==> src/rtl/dog_phys_scheduler.sv <==
// Per-tick sequencer for the shared dog physics engine: one update per alive dog,
// then one collision check per alive pair (a<b), each guarded by a watchdog.
module dog_phys_scheduler #(
    parameter int NUM_DOGS  = 8,
    parameter int FRAME_DIV = 1,
    parameter int TIMEOUT   = 255
) (
    input  logic       clk50,
    input  logic       rst_n,
    input  logic       frame_start,
    input  logic [7:0] alive,
    output logic       upd_req,
    output logic [2:0] upd_idx,
    input  logic       upd_done,
    output logic       col_req,
    output logic [2:0] col_a,
    output logic [2:0] col_b,
    input  logic       col_done,
    output logic       busy,
    output logic       tick_done,
    output logic       overrun,
    output logic       fault,
    input  logic       flags_clr
);

    typedef enum logic [2:0] {
        S_IDLE     = 3'd0,
        S_UPD_SEL  = 3'd1,
        S_UPD_WAIT = 3'd2,
        S_COL_SEL  = 3'd3,
        S_COL_WAIT = 3'd4,
        S_DONE     = 3'd5
    } state_t;

    localparam logic [2:0] LAST_IDX  = 3'(NUM_DOGS - 1);
    localparam logic [2:0] LAST_A    = 3'(NUM_DOGS - 2);
    localparam logic [3:0] DIV_LAST  = 4'(FRAME_DIV - 1);
    localparam logic [7:0] WDOG_LAST = 8'(TIMEOUT - 1);

    state_t     r_state, w_state;
    logic [2:0] r_idx, w_idx;
    logic [2:0] r_a, w_a;
    logic [2:0] r_b, w_b;
    logic [7:0] r_latched, w_latched;
    logic [3:0] r_div, w_div;
    logic [7:0] r_wdog, w_wdog;
    logic       r_upd_req, w_upd_req;
    logic [2:0] r_upd_idx, w_upd_idx;
    logic       r_col_req, w_col_req;
    logic [2:0] r_col_a, w_col_a;
    logic [2:0] r_col_b, w_col_b;
    logic       r_busy, w_busy;
    logic       r_tick_done, w_tick_done;
    logic       r_overrun, w_overrun;
    logic       r_fault, w_fault;
    logic       w_fault_set;

    logic       w_timeout;
    logic       w_upd_end;
    logic       w_pair_end;
    logic       w_pair_wrap;
    logic [2:0] w_next_a;
    logic [2:0] w_next_b;

    assign w_timeout   = (r_wdog == WDOG_LAST);
    assign w_upd_end   = (r_idx == LAST_IDX);
    assign w_pair_wrap = (r_b == LAST_IDX);
    assign w_pair_end  = w_pair_wrap && (r_a == LAST_A);
    // Lexicographic pair walk: bump b, and on wrap restart b just above the new a.
    assign w_next_a    = w_pair_wrap ? (r_a + 3'd1) : r_a;
    assign w_next_b    = w_pair_wrap ? (r_a + 3'd2) : (r_b + 3'd1);

    assign upd_req   = r_upd_req;
    assign upd_idx   = r_upd_idx;
    assign col_req   = r_col_req;
    assign col_a     = r_col_a;
    assign col_b     = r_col_b;
    assign busy      = r_busy;
    assign tick_done = r_tick_done;
    assign overrun   = r_overrun;
    assign fault     = r_fault;

    // Next-state and next-output logic for the scheduler FSM and its flags.
    always_comb begin
        w_state     = r_state;
        w_idx       = r_idx;
        w_a         = r_a;
        w_b         = r_b;
        w_latched   = r_latched;
        w_div       = r_div;
        w_wdog      = r_wdog;
        w_upd_req   = r_upd_req;
        w_upd_idx   = r_upd_idx;
        w_col_req   = r_col_req;
        w_col_a     = r_col_a;
        w_col_b     = r_col_b;
        w_busy      = r_busy;
        w_tick_done = 1'b0;
        w_fault_set = 1'b0;

        case (r_state)
            S_IDLE: begin
                if (frame_start) begin
                    if (r_div == DIV_LAST) begin
                        w_div     = 4'd0;
                        w_latched = alive;
                        w_idx     = 3'd0;
                        w_busy    = 1'b1;
                        w_state   = S_UPD_SEL;
                    end else begin
                        w_div = r_div + 4'd1;
                    end
                end else begin
                    w_div = r_div;
                end
            end
            S_UPD_SEL: begin
                if (r_latched[r_idx]) begin
                    w_state   = S_UPD_WAIT;
                    w_upd_req = 1'b1;
                    w_upd_idx = r_idx;
                    w_wdog    = 8'd0;
                end else if (w_upd_end) begin
                    w_state = S_COL_SEL;
                    w_a     = 3'd0;
                    w_b     = 3'd1;
                end else begin
                    w_idx = r_idx + 3'd1;
                end
            end
            S_UPD_WAIT: begin
                // A completion sampled on the watchdog's last cycle still counts as done.
                if (upd_done || w_timeout) begin
                    w_upd_req   = 1'b0;
                    w_fault_set = !upd_done;
                    if (w_upd_end) begin
                        w_state = S_COL_SEL;
                        w_a     = 3'd0;
                        w_b     = 3'd1;
                    end else begin
                        w_state = S_UPD_SEL;
                        w_idx   = r_idx + 3'd1;
                    end
                end else begin
                    w_wdog = r_wdog + 8'd1;
                end
            end
            S_COL_SEL: begin
                if (r_latched[r_a] && r_latched[r_b]) begin
                    w_state   = S_COL_WAIT;
                    w_col_req = 1'b1;
                    w_col_a   = r_a;
                    w_col_b   = r_b;
                    w_wdog    = 8'd0;
                end else if (w_pair_end) begin
                    w_state     = S_DONE;
                    w_tick_done = 1'b1;
                end else begin
                    w_a = w_next_a;
                    w_b = w_next_b;
                end
            end
            S_COL_WAIT: begin
                if (col_done || w_timeout) begin
                    w_col_req   = 1'b0;
                    w_fault_set = !col_done;
                    if (w_pair_end) begin
                        w_state     = S_DONE;
                        w_tick_done = 1'b1;
                    end else begin
                        w_state = S_COL_SEL;
                        w_a     = w_next_a;
                        w_b     = w_next_b;
                    end
                end else begin
                    w_wdog = r_wdog + 8'd1;
                end
            end
            S_DONE: begin
                w_state = S_IDLE;
                w_busy  = 1'b0;
            end
            default: begin
                w_state   = S_IDLE;
                w_busy    = 1'b0;
                w_upd_req = 1'b0;
                w_col_req = 1'b0;
            end
        endcase

        // Setting a sticky flag wins over a same-cycle clear.
        if (frame_start && r_busy) begin
            w_overrun = 1'b1;
        end else if (flags_clr) begin
            w_overrun = 1'b0;
        end else begin
            w_overrun = r_overrun;
        end

        if (w_fault_set) begin
            w_fault = 1'b1;
        end else if (flags_clr) begin
            w_fault = 1'b0;
        end else begin
            w_fault = r_fault;
        end
    end

    // State and registered-output update; reset aborts any tick in flight.
    always_ff @(posedge clk50 or negedge rst_n) begin
        if (!rst_n) begin
            r_state     <= S_IDLE;
            r_idx       <= 3'd0;
            r_a         <= 3'd0;
            r_b         <= 3'd0;
            r_latched   <= 8'd0;
            r_div       <= 4'd0;
            r_wdog      <= 8'd0;
            r_upd_req   <= 1'b0;
            r_upd_idx   <= 3'd0;
            r_col_req   <= 1'b0;
            r_col_a     <= 3'd0;
            r_col_b     <= 3'd0;
            r_busy      <= 1'b0;
            r_tick_done <= 1'b0;
            r_overrun   <= 1'b0;
            r_fault     <= 1'b0;
        end else begin
            r_state     <= w_state;
            r_idx       <= w_idx;
            r_a         <= w_a;
            r_b         <= w_b;
            r_latched   <= w_latched;
            r_div       <= w_div;
            r_wdog      <= w_wdog;
            r_upd_req   <= w_upd_req;
            r_upd_idx   <= w_upd_idx;
            r_col_req   <= w_col_req;
            r_col_a     <= w_col_a;
            r_col_b     <= w_col_b;
            r_busy      <= w_busy;
            r_tick_done <= w_tick_done;
            r_overrun   <= w_overrun;
            r_fault     <= w_fault;
        end
    end

endmodule

==> config.mk <==
export PLATFORM = sky130hd
export DESIGN_NAME = dog_phys_scheduler
export DESIGN_NICKNAME = d
export VERILOG_FILES = /design/src/rtl/dog_phys_scheduler.sv
export SDC_FILE = /design/constraint.sdc
export NUM_CORES = 1
export LEC_CHECK = 0
export ABC_AREA = 1
export CELL_PAD_IN_SITES_DETAIL_PLACEMENT = 1
export CELL_PAD_IN_SITES_GLOBAL_PLACEMENT = 1
export CORE_MARGIN = 2
export CORE_UTILIZATION = 45
export CTS_CLUSTER_DIAMETER = 80
export DETAILED_ROUTE_END_ITERATION = 7
export GPL_ROUTABILITY_DRIVEN = 0
export PLACE_DENSITY_LB_ADDON = 0.1
export SLEW_MARGIN = 10
export SYNTH_ARGS = -nofsm -noshare
export SYNTH_HDL_FRONTEND = slang
export SYNTH_SLANG_ARGS = --single-unit
==> constraint.sdc <==
create_clock -name clk50 -period 5.3 [get_ports clk50]
set_input_delay 1.06 -clock clk50 [delete_from_list [all_inputs] [get_ports clk50]]
set_output_delay 1.06 -clock clk50 [all_outputs]
set_load 0.03 [all_outputs]
After elaboration in Yosys (flattened, before gate mapping)
Index checks and enable logic that the tools add are counted.
W data, S select, Z words.
{"block": "classes", "magnitude_cmp": 3, "n_addsub": 6, "n_reduce_logical": 27, "eq_ne": 21, "n_bitwise": 3, "muxes": 64, "shift": 0, "multipliers": 0, "n_div": 0}
{"op": "$mux W3", "n": 28}
{"op": "$mux W8", "n": 4}
{"op": "$pmux W8 S4", "n": 1}
{"op": "$pmux W3 S4", "n": 2}
{"op": "$ne A2 B2 Y1 const B", "n": 10}
{"op": "$mux W1", "n": 17}
{"op": "$eq A3 B3 Y1 const B", "n": 5}
{"op": "$pmux W3 S5", "n": 1}
{"op": "$reduce_and A5 Y1", "n": 3}
{"op": "$lt A3 B4 Y1 const B", "n": 3}
{"op": "$reduce_and A3 Y1", "n": 4}
{"op": "$reduce_or A4 Y1", "n": 3}
{"op": "$add A3 B1 Y3 const B", "n": 3}
{"op": "$bmux W1 S3", "n": 3}
{"op": "$pmux W3 S3", "n": 1}
{"op": "$add A8 B1 Y8 const B", "n": 1}
{"op": "$eq A8 B8 Y1 const B", "n": 1}
{"op": "$eq A3 B2 Y1 const B", "n": 2}
{"op": "$ne A3 B3 Y1 const B", "n": 2}
{"op": "$pmux W1 S2", "n": 3}
{"op": "$pmux W1 S3", "n": 2}
{"op": "$reduce_and A2 Y1", "n": 3}
{"op": "$reduce_and A6 Y1", "n": 1}
{"op": "$add A4 B1 Y4 const B", "n": 1}
{"op": "other kinds (13)", "n": 20}
{"block": "word_totals", "ram_bits": 0, "rom_bits": 0, "reg_bits": 47, "memories": 0, "latchBits": 0}

Depth between registers and ports, before layout
{"block": "depth", "depth_word": 5, "depth_mapped": 13, "depth_no_buf": 13}

Worst setup path before layout
OpenSTA, ideal clock, no wires.
{"block": "synth_path", "path_type": "input port to flip-flop", "from": "in col_done", "to": "reg r_b[2]", "arrival_time_ns": 1.770, "required_ns": 5.177, "path_stages": 9, "setup_ns": 0.123, "n_path_buf": 0, "slack_ns": 3.407, "path_cell_list": "inv_1 > nand3_1 > nand2_1 > nand2_2 > nand4_4 > nor2_8 > nand2_4 > nand2_1 > o21ai_2"}
{"block": "synth_via", "elab_chain_cells": 3}
{"item": "from (decl)", "line": "18", "text": "input logic col_done,"}
{"item": "$logic_or A1 B1 Y1", "line": "164", "text": "if (col_done || w_timeout) begin"}
{"item": "$ne A2 B2 Y1 (no line)"}
{"item": "$reduce_and A5 Y1 (no line)"}
{"item": "to (signal assigned)", "line": "232", "text": "r_b <= w_b;"}
{"item": "to (decl)", "line": "43", "text": "logic [2:0] r_b, w_b;"}
Every way passes these cells.
A chain may end at the register's enable or synchronous reset.

Final worst setup path
{"block": "layout_path", "from": "reg r_busy, in the netlist busy", "to": "out busy"}
{"item": "from (decl)", "line": "52", "text": "logic r_busy, w_busy;"}
{"item": "from (signal assigned)", "line": "241", "text": "r_busy <= w_busy;"}
{"item": "to (decl)", "line": "19", "text": "output logic busy,"}
No word-level cell between the ends.

==> flow_summary_export.csv <==
group,metric,value,unit
worst_setup_path,worst_setup_path_end_kind,"output port",
floorplan,coreArea,6026,sq um
worst_setup_path,crit_chain,"clkdlybuf4s50_1",
clocking,clk_pin_slew,0.09,ns
sta,hold-worst-slack,0.4850,ns
sta,tightest_slew,1.070,ns
worst_setup_path,r2r-start,"r_b[0]",
logic_synthesis,synth_top_area_share,0.4141,
routing,wire_per_inst,14.62,microns
flow_run,maxCapViolations,0,
power,ir_drop,0.2472,mV
global_route,grt_pass1_vias,2632,
worst_setup_path,cp_data_required_time,4.24,ns
sta,max-slew-margin-rel,0.2867,
layout,area_growth,14.71,%
clocking,cts_root_buf,"clkbuf_8",
clocking,cts_tree,"done",
floorplan,pin_count,29,
logic_synthesis,ys_seq_area_frac,0.4141,
worst_setup_path,cp_slowest_cell,"clkdlybuf4s50_1",
logic_synthesis,syn_inst,363,
clocking,cts_setup_buffers,0,
placement,io_buffers,28,
sta,drv_slew,0,
logic_synthesis,synth-edff-count,0,
layout,stdcell_area,3258,sq um
layout,num-fill-cells,773,
logic_synthesis,synth.most_common_cell,"nand2_1",
sta,fin_crit_sh,0.4534,
floorplan,start_util,0.4713,
worst_setup_path,r2r-end,"r_a[2]",
worst_hold_path,holdPathEnd,"r_wdog[7]",
run_status,status,"completed",
global_route,grt_pass1_wl,12030,microns
worst_setup_path,slowest_delay,0.68,ns
sta,rsz0062_at_grt,"no",
routing,drtAntennaViolNets,0,
worst_setup_path,path_delay_family,"buffers and inverters",
clocking,cts_hold_buf,0,
floorplan,die_area,6963,sq um
clocking,cts_resized,0,
routing,remaining_drc_errors,0,
logic_synthesis,yosys-top-cells-count,"124 x nand2_1, 47 x dfrtp_1, 42 x inv_1, 26 x nand3_1, 23 x o21ai_0",
routing,drt-initial-drc-count,71,
clocking,insertion_delay,0.30,ns
worst_hold_path,hp-start,"r_wdog[7]",
routing,drt-total-wl,6873,microns
sta,worst_slack,2.897,ns
routing,vias_per_cell,5.177,
logic_synthesis,ys_async_sr_fraction,1.000,
worst_setup_path,reg2reg_depth,10,
routing,firstDrtPassIters,4,
placement,dpl-instance-area,3177,sq um
logic_synthesis,synth_seq_cells,47,
sta,post-route-min-period,2.403,ns
layout,diodes,0,
sta,setup_viol,0,
worst_setup_path,crit_type,"reg2out",
global_route,grt_max_degree,48,
worst_hold_path,min_path_type,"reg2reg",
global_route,antenna_found_initial,0,
power,p_per_area,475.6,nW/um^2
global_route,grt_usage,0.2108,
logic_synthesis,syn-num-nets,387,
layout,drive_gt1_frac,0.1190,
layout,utilization,0.5407,
floorplan,fp.dieW,83.45,microns
sta,tns,0,ns
worst_setup_path,arrival,1.34,ns
logic_synthesis,synth_ff_type,"dfrtp_1",
worst_setup_path,path_max_fanout,3,
placement,dp_hpwl,5290,microns
logic_synthesis,synth.area.top_cells,"dfrtp_1 41%, nand2_1 16%, inv_1 5.6%",
power,power.leakage,1.596,nW
routing,vias,2433,
logic_synthesis,yosysWarnings,0,
sta,final_hold_viol_count,0,
logic_synthesis,syn_area,2840,sq um
floorplan,rows,28,
worst_setup_path,regToRegSetupSlack,3.41,ns
worst_hold_path,hold_depth,2,
sta,finClkSkew,0.008025,ns
worst_setup_path,startpoint,"busy",
placement,preCtsSetupSlack,2.755,ns
global_route,grt-ovfl-total,0,
logic_synthesis,netlist.top_cell.by_area,"dfrtp_1",
sta,clock.fmax,416.2,MHz
worst_setup_path,path_buf_inv,1,
clocking,clock-sinks,47,
layout,fin_nets,418,
floorplan,fp.dieH,83.45,microns
clocking,cts_made_buffers,5,
worst_setup_path,cp-start-kind,"flip-flop",
clocking,clockBufferDepth,2,
logic_synthesis,synth_cell_type_count,34,
clocking,cts_htree_levels,2,
logic_synthesis,syn_avg_cell_area,7.824,sq um
layout,biggestRegsByFlops,"r_latched x8, r_wdog x8, r_div x4",
==> where the power goes <==
part | switching (mW) | total (mW) | internal (mW)
Combinational | 0.533 | 0.789 | 0.256
Sequential | 0.0921 | 0.549 | 0.457
Clock | 0.118 | 0.211 | 0.0928
==> tightest hold or removal path: cells and delay by family, from the launching register on <==
kind	cells	cell delay, ns
AND/OR/NAND/NOR	2	0.11
flip-flops	1	0.35
==> per-layer routing <==
layer,track usage,vias to the layer above,share of wire
met1,0.2588,1160,0.47
li1,-,1221,-
met3,0.04076,13,0.027
met2,0.3761,39,0.49
met4,0.06012,0,0.018
met5,0,-,0
==> per-stage QoR <==
step	instances	total power, mW
final	470	1.549
after global routing	470	1.687
after CTS	470	1.568
after detailed placement	462	1.349
after global placement	462	1.306
after floorplan	363	1.117
==> logic make-up after synthesis <==
group                    count (synthesis)  share of synthesized area
AO/OA/AOI/OAI                           44                    0.09339
XOR/XNOR                                 5                    0.01542
adder cells (fa/ha/maj)                 10                    0.04405
buffers and inverters                   52                    0.07577
flip-flops                              47                     0.4141
AND/OR/NAND/NOR                        205                     0.3573
==> cell usage in the layout, fill, tap and decap left out, drive strengths merged, types with 3 or more instances in the layout <==
cell type,synthesis,final
nand3,32,32
inv,48,48
clkbuf,0,7
clkdlybuf4s50,0,27
nand4,9,9
nor2,24,24
xnor2,3,3
dfrtp,47,47
a21oi,7,7
nand2,135,135
o21ai,32,32
ha,10,10
==> cell type report <==
type	count	area, sq um	share of cell area
multi-input combinational	264	1449	0.4447
timing repair buffer	28	275.3	0.08449
clock buffer	7	76.32	0.02343
inverter	48	182.7	0.05607
tap	75	93.84	0.02880
sequential	47	1176	0.3610
clock inverter	1	5.005	0.001536
==> how the worst max path moves through the flow <==
stage,to,slack [ns],cells after the start
5_1_grt,col_a[0],2.86,1
2_1_floorplan,r_b[2],3.41,9
3_5_place_dp,r_state[1],2.76,12
3_3_place_gp,r_b[2],2.85,10
6_report,busy,2.90,1
4_1_cts,busy,2.88,1
No activity file was read; power rests on OpenSTA's default activity.
